## config.mk

```make
export PLATFORM = sky130hd
export DESIGN_NAME = ps2_host_tx
export DESIGN_NICKNAME = d
export VERILOG_FILES = /design/src/rtl/ps2_host_tx.sv
export SDC_FILE = /design/constraint.sdc
export NUM_CORES = 1
export LEC_CHECK = 0
export CELL_PAD_IN_SITES_DETAIL_PLACEMENT = 0
export CELL_PAD_IN_SITES_GLOBAL_PLACEMENT = 1
export CORE_MARGIN = 1
export CORE_UTILIZATION = 46
export CTS_CLUSTER_SIZE = 8
export DETAILED_ROUTE_END_ITERATION = 7
export PLACE_DENSITY_LB_ADDON = 0.1
export SLEW_MARGIN = 5
export SYNTH_ARGS = -nofsm -noshare
export SYNTH_HDL_FRONTEND = slang
export SYNTH_SLANG_ARGS = --single-unit
```

## constraint.sdc

```tcl
create_clock -name clk -period 2.67 [get_ports clk]
set_input_delay 0.6675 -clock clk [delete_from_list [all_inputs] [get_ports clk]]
set_output_delay 0.6675 -clock clk [all_outputs]
set_load 0.01 [all_outputs]
```

## src/rtl/ps2_host_tx.sv

```systemverilog
// ps2_host_tx: PS/2 host-to-device command byte transmitter (inhibit, request-to-send, shift, ACK check).
// Optional single retry after a NACK or timeout when PS2_TX_RETRY_EN is defined.
module ps2_host_tx #(
    parameter int INHIBIT_CYCLES = 5000,
    parameter int TIMEOUT_CYCLES = 750000
) (
    input  logic       clk,
    input  logic       rst,
    input  logic       tx_start,
    input  logic [7:0] tx_byte,
    input  logic       ps2k_clk,
    input  logic       ps2k_data,
    output logic       ps2k_clk_oe,
    output logic       ps2k_data_oe,
    output logic       tx_busy,
    output logic       tx_done,
    output logic       tx_err
);
    localparam int MAXC = (INHIBIT_CYCLES > TIMEOUT_CYCLES) ? INHIBIT_CYCLES : TIMEOUT_CYCLES;
    localparam int CW = $clog2(MAXC + 1);
    localparam logic [CW-1:0] INH_LAST = CW'(INHIBIT_CYCLES - 1);
    localparam logic [CW-1:0] TMO_LAST = CW'(TIMEOUT_CYCLES - 1);

    typedef enum logic [2:0] {IDLE, INHIBIT, RTS, SEND, WAIT_IDLE, FAIL} state_t;

    state_t      state;
    logic [2:0]  clk_sync, data_sync;
    logic [7:0]  byte_q;
    logic        parity;
    logic [3:0]  bit_cnt;
    logic [CW-1:0] cnt;
    logic        fe, clk_s, data_s, timeout, last_try;

    assign fe      = clk_sync[2] & ~clk_sync[1];
    assign clk_s   = clk_sync[1];
    assign data_s  = data_sync[1];
    assign timeout = cnt == TMO_LAST;

`ifdef PS2_TX_RETRY_EN
    logic retried;
    assign last_try = retried;
`else
    assign last_try = 1'b1;
`endif

    // Idle bus level is high, so the synchronizers reset to 1 to avoid a false edge.
    always_ff @(posedge clk or posedge rst) begin
        if (rst) begin
            clk_sync  <= '1;
            data_sync <= '1;
        end else begin
            clk_sync  <= {clk_sync[1:0], ps2k_clk};
            data_sync <= {data_sync[1:0], ps2k_data};
        end
    end

    // A failure raises tx_err on entry to FAIL so the pulse precedes busy dropping by one cycle.
    always_ff @(posedge clk or posedge rst) begin
        if (rst) begin
            state        <= IDLE;
            byte_q       <= '0;
            parity       <= 1'b0;
            bit_cnt      <= '0;
            cnt          <= '0;
            ps2k_clk_oe  <= 1'b0;
            ps2k_data_oe <= 1'b0;
            tx_busy      <= 1'b0;
            tx_done      <= 1'b0;
            tx_err       <= 1'b0;
`ifdef PS2_TX_RETRY_EN
            retried      <= 1'b0;
`endif
        end else begin
            tx_done <= 1'b0;
            tx_err  <= 1'b0;
            case (state)
                IDLE: begin
`ifdef PS2_TX_RETRY_EN
                    retried <= 1'b0;
`endif
                    if (tx_start) begin
                        byte_q      <= tx_byte;
                        parity      <= ~^tx_byte;
                        cnt         <= '0;
                        ps2k_clk_oe <= 1'b1;
                        tx_busy     <= 1'b1;
                        state       <= INHIBIT;
                    end
                end
                INHIBIT: begin
                    if (cnt == INH_LAST) begin
                        ps2k_data_oe <= 1'b1;
                        state        <= RTS;
                    end else begin
                        cnt <= cnt + CW'(1);
                    end
                end
                RTS: begin
                    ps2k_clk_oe <= 1'b0;
                    bit_cnt     <= '0;
                    cnt         <= '0;
                    state       <= SEND;
                end
                SEND: begin
                    if (fe) begin
                        cnt     <= '0;
                        bit_cnt <= bit_cnt + 4'd1;
                        if (!bit_cnt[3])
                            ps2k_data_oe <= ~byte_q[bit_cnt[2:0]];
                        else if (bit_cnt == 4'd8)
                            ps2k_data_oe <= ~parity;
                        else if (bit_cnt == 4'd9)
                            ps2k_data_oe <= 1'b0;
                        else if (!data_s)
                            state <= WAIT_IDLE;
                        else begin
                            tx_err <= last_try;
                            state  <= FAIL;
                        end
                    end else if (timeout) begin
                        ps2k_data_oe <= 1'b0;
                        tx_err       <= last_try;
                        state        <= FAIL;
                    end else begin
                        cnt <= cnt + CW'(1);
                    end
                end
                WAIT_IDLE: begin
                    if (fe)
                        cnt <= '0;
                    else if (clk_s && data_s) begin
                        tx_done <= 1'b1;
                        tx_busy <= 1'b0;
                        state   <= IDLE;
                    end else if (timeout) begin
                        tx_err <= last_try;
                        state  <= FAIL;
                    end else begin
                        cnt <= cnt + CW'(1);
                    end
                end
                FAIL: begin
                    ps2k_clk_oe  <= 1'b0;
                    ps2k_data_oe <= 1'b0;
`ifdef PS2_TX_RETRY_EN
                    if (!retried) begin
                        retried     <= 1'b1;
                        cnt         <= '0;
                        ps2k_clk_oe <= 1'b1;
                        state       <= INHIBIT;
                    end else begin
                        tx_busy <= 1'b0;
                        state   <= IDLE;
                    end
`else
                    tx_busy <= 1'b0;
                    state   <= IDLE;
`endif
                end
                default: state <= IDLE;
            endcase
        end
    end
endmodule

```

-- Word-level counts from Yosys, hierarchy flattened
Index checks and enable logic that the tools add are counted.
- $add $sub $neg: 2
- multiply operators: 0
- divide/modulo/power cells: 0
- order comparisons: 1
- eq/ne operators: 21
- shift-type cells: 0
- mux-type cells: 46
- bitwise operators: 4
- reductions and logical operators: 16
- operators by type and width (kind ; count):
    $mux 20 ; 6
    $pmux 20 s5 ; 1
    $mux 3 ; 9
    $mux 1 ; 22
    $add 20x1->20 const B ; 1
    $eq 20x13->1 const B ; 1
    $eq 20x20->1 const B ; 1
    $ne 3x3->1 const B ; 5
    $pmux 3 s5 ; 1
    $ne 2x2->1 const B ; 6
    $reduce_and 4->1 ; 3
    $eq 4x4->1 const B ; 2
    $pmux 4 s2 ; 1
    $reduce_xnor 8->1 ; 1
    $eq 3x2->1 const B ; 2
    $eq 3x3->1 const B ; 2
    $pmux 1 s3 ; 2
    $reduce_and 2->1 ; 3
    $reduce_and 6->1 ; 1
    $reduce_bool 3->1 ; 2
    $ne 5x5->1 const B ; 1
    $reduce_bool 5->1 ; 1
    $add 4x1->4 const B ; 1
    $lt 3x4->1 const B ; 1
    other kinds (10) ; 14
- register bits after elaboration: 46
- latch bits: 0
- RAM bits: 0
- bits in read-only memories: 0
- input bits: 13
- output and inout port bits: 5
- logic and storage cells: 102
- memories: 0

-- Longest topological paths before layout
- depth after elaboration: 6
- mapped depth: 8
- depth with buffers taken out: 8

-- Worst setup path before layout
No wires, ideal clock.
- path kind: register to register
- start point: register cnt[10]
- end point: register cnt[0]
- setup time: 0.125 ns
- data arrival time: 1.871 ns
- data required time: 2.545 ns
- setup slack: 0.674 ns
- cell stages (with the launch flop): 7
- path buffers: 0
- clock period less this slack: 1.996 ns
- path through: dfrtp_1 nor4_2 nand3_2 nor4_2 a32o_2 nand3b_4 mux2_4
- longest elaborated chain between the ends: 5
- elaborated cells between the ends (all ways): 9
- classes of those cells: eq/ne: 3; mux: 5; reduce/logical: 1
- ends and longest elaborated chain (element ; line ; text):
    start: declaration ; 31 ; logic [CW-1:0] cnt;
    start signal: assignment ; 95 ; cnt <= cnt + CW'(1);
    start signal: assignment ; 125 ; cnt <= cnt + CW'(1);
    start signal: assignment ; 139 ; cnt <= cnt + CW'(1);
    $eq 20x20->1 ; 37 ; assign timeout = cnt == TMO_LAST;
    $mux 20 (3 in a row) ; n/a ;
    $pmux 20 s5 ; n/a ;
Parallel ways exist; a longest one is shown, timed or not. The select of a mux whose other input is x is not followed.
A chain may end at the register's enable or synchronous reset.

-- Final worst setup path
- start point: register cnt[10]
- end point: register cnt[1]
The elaborated chain is that of the path after synthesis.

==> impl_metrics.py <==
metrics = {
    "logic_synthesis": {
        "synth_fa_ha_area_share_pct": 1.92,
        "avgSynthCellArea_um2": 10.3,
        "synth.distinct_cells": 56,
        "yosys_warnings": 0,
        "seq_area_frac_synth_pct": 44.4,
        "synthesis.instances": 253,
        "syn-num-nets": 270,
        "synth_area_um2": 2600,
        "synth_top_family_by_area": "simple AND/OR/NAND/NOR gates",
        "synth-simple-area-share_pct": 25.4,
        "synth_edf_count": 0,
        "synthArstFlopShare_pct": 100,
        "synth_compound_area_share_pct": 10.7,
        "synth_ff_type": "dfrtp_1",
        "muxShareOfSynthArea_pct": 7.21,
        "ys_ff_latch": 46,
        "synthXorXnorAreaFrac_pct": 6.39,
    },
    "pwr": {
        "p_per_area_nw_per_um2": 480,
        "p_leak_nw": 1.30,
        "total_power_mw": 1.44,
        "vdd_ir_drop_max_mv": 0.268,
    },
    "hold_path": {
        "hp-start": "clk_sync[0]$_DFF_PP1_",
        "hold_depth": 0,
        "hold_path_end": "clk_sync[1]$_DFF_PP1_",
        "worstHoldPathType": "register to register",
    },
    "finish": {
        "layout_common_cells": "dfrtp_1 (41), nor2_1 (27), clkdlybuf4s50_1 (17), nand2_1 (15), o21ai_0 (15)",
        "fillCellCount": 518,
        "final_nets": 292,
        "fin_util_pct": 54.8,
        "stdcell_count": 348,
        "antenna_cells": 0,
        "drive_gt1_share_pct": 20.7,
        "synthToLayoutAreaGrowth_pct": 15.1,
        "final_common_cell": "dfrtp_1",
        "postLayoutCellArea_um2": 3000,
    },
    "clock_tree": {
        "cts_tree": "built",
        "htree_levels": 2,
        "cts_buffer_depth": 2,
        "clockRootBuffer": "clkbuf_8",
        "postCtsSetupBuffers": 0,
        "cts_resized": 0,
        "cts_sinks": 46,
        "clock_latency_ns": 0.30,
        "clkTransAtPathRegs_ns": 0.09,
        "cts_hold_buffers": 0,
        "numCtsBuffers": 5,
    },
    "critical_path": {
        "r2r_cells": 6,
        "reg2reg_setup_slack_ns": 0.33,
        "cp.arrival_ns": 2.53,
        "worstSetupStartpointType": "register",
        "path_class": "register to register",
        "critPathMaxFanout": 7,
        "end_kind": "register",
        "r2r_end": "cnt[1]$_DFFE_PP0P_",
        "cp_data_required_time_ns": 2.86,
        "r2r-start": "cnt[10]$_DFFE_PP0P_",
    },
    "sta": {
        "worstMarginPinSlew_ns": 0.666,
        "fin_crit_ns": 2.34,
        "drv_slew": 0,
        "period_share_pct": 87.6,
        "tns_ns": 0,
        "skew_ns": 0.00978,
        "holdWs_ns": 0.361,
        "rsz0062_at_grt": "false",
        "layout_setup_ws_ns": 0.330,
        "max_freq_ghz": 0.427,
        "finalHoldViolations": 0,
        "slew_headroom_pct": 55.6,
        "setup_viol": 0,
    },
    "floorplanning": {
        "die_h_um": 77.2,
        "core_um2": 5470,
        "die_area_um2": 5970,
        "initial_core_util_pct": 47.6,
        "top_level_ports": 18,
        "die_x_um": 77.2,
        "num_rows": 27,
    },
    "global_routing": {
        "grt_max_degree": 32,
        "grt_first_pass_wirelength_um": 9010,
        "grt.total_usage_pct": 19.3,
        "grt_pass1_vias": 1816,
        "grt.overflow.total": 0,
        "antenna_found_initial": 0,
    },
    "placed_design": {
        "gp_congestion": 0.773,
        "postPlaceCellArea_um2": 2850,
        "dp_slack_ns": 0.105,
        "io_buffers": 17,
        "dp_hpwl_um": 3630,
        "placed_cells": 340,
    },
    "flow_run": {
        "cap_violations": 0,
    },
    "routing": {
        "routed_wl_um": 4970,
        "routed_via_density": 5.34,
        "wl_per_cell_um": 14.3,
        "firstDrtPassIters": 4,
        "num_vias": 1860,
        "drtIter0Drc": 63,
        "drc_errors": 0,
        "ant_nets": 0,
    },
    "status": {
        "status": "completed",
    },
}
==> synthesized netlist by cell type (5+ instances only) <==
master   instances  area (µm²)
and3_1           5        31.3
a21oi_1         12        60.1
nand3_1         11        55.1
xnor2_1         13         114
or3_1            6        37.5
inv_1            7        26.3
dfrtp_1         41        1030
o21ai_0         15        75.1
nand4_1          5        31.3
nor3_1           5        25.0
xor2_1           6        52.6
mux2_2          10         113
dfstp_2          5         131
nand2_1         15        56.3
nor2_1          27         101
==> registers in the layout, indices dropped and copies added (netlist names) <==
name,cells
tx_err,1
ps2k_data_oe,1
state,3
byte_q,8
tx_done,1
data_sync,2
cnt,20
ps2k_clk_oe,1
bit_cnt,4
parity,1
clk_sync,3
tx_busy,1
==> power breakdown <==
group          switching (mW)  internal (mW)  total, mW
registers             0.00713          0.713      0.720
logic                  0.0357         0.0438     0.0795
clock network           0.239          0.399      0.638
total                   0.282           1.16       1.44
==> worst max-delay path: stages (launching register included) <==
cell and delay, ns:
dfrtp_1 0.45, nor4_2 0.33, nand3_2 0.19, nor4_2 0.52, a32o_2 0.27, nand3b_4 0.17, mux2_4 0.30
==> layer usage <==
layer	global-route usage [%]	up-vias	routed length (µm)
met2	26.6	32	2120
met5	0	-	0
met1	30.0	884	2680
met4	6.23	0	37
met3	3.57	2	137
li1	-	942	-
==> kinds of logic after synthesis <==
family / count (synthesis)
AO/OA/AOI/OAI: 43
XOR/XNOR: 19
adder cells (fa/ha/maj): 4
buffers and inverters: 18
flip-flops: 46
multiplexers: 14
AND/OR/NAND/NOR: 109
==> how the worst max path moves through the flow <==
stage                                to  cells past startpoint  slack (ns)                  from
finish               cnt[1]$_DFFE_PP0P_                      6        0.33   cnt[10]$_DFFE_PP0P_
global route         cnt[7]$_DFFE_PP0P_                      5        0.21  state[2]$_DFFE_PP0P_
CTS                  cnt[1]$_DFFE_PP0P_                      6        0.31   cnt[10]$_DFFE_PP0P_
detailed placement   cnt[7]$_DFFE_PP0P_                      6        0.10              tx_start
global placement    cnt[17]$_DFFE_PP0P_                      6        0.15              tx_start
floorplan            cnt[0]$_DFFE_PP0P_                      6        0.67   cnt[10]$_DFFE_PP0P_
==> final cells by class <==
cell class                 count  area, µm²  share of cell area [%]
sequential                    46       1160                    38.6
clock inverter                 2       60.1                    2.00
clock buffer                   6       82.6                    2.76
inverter                       7       26.3                   0.877
tap                           72       90.1                    3.01
timing repair buffer          26        238                    7.93
multi-input combinational    189       1340                    44.8
Power figures use the tool's default switching activity.
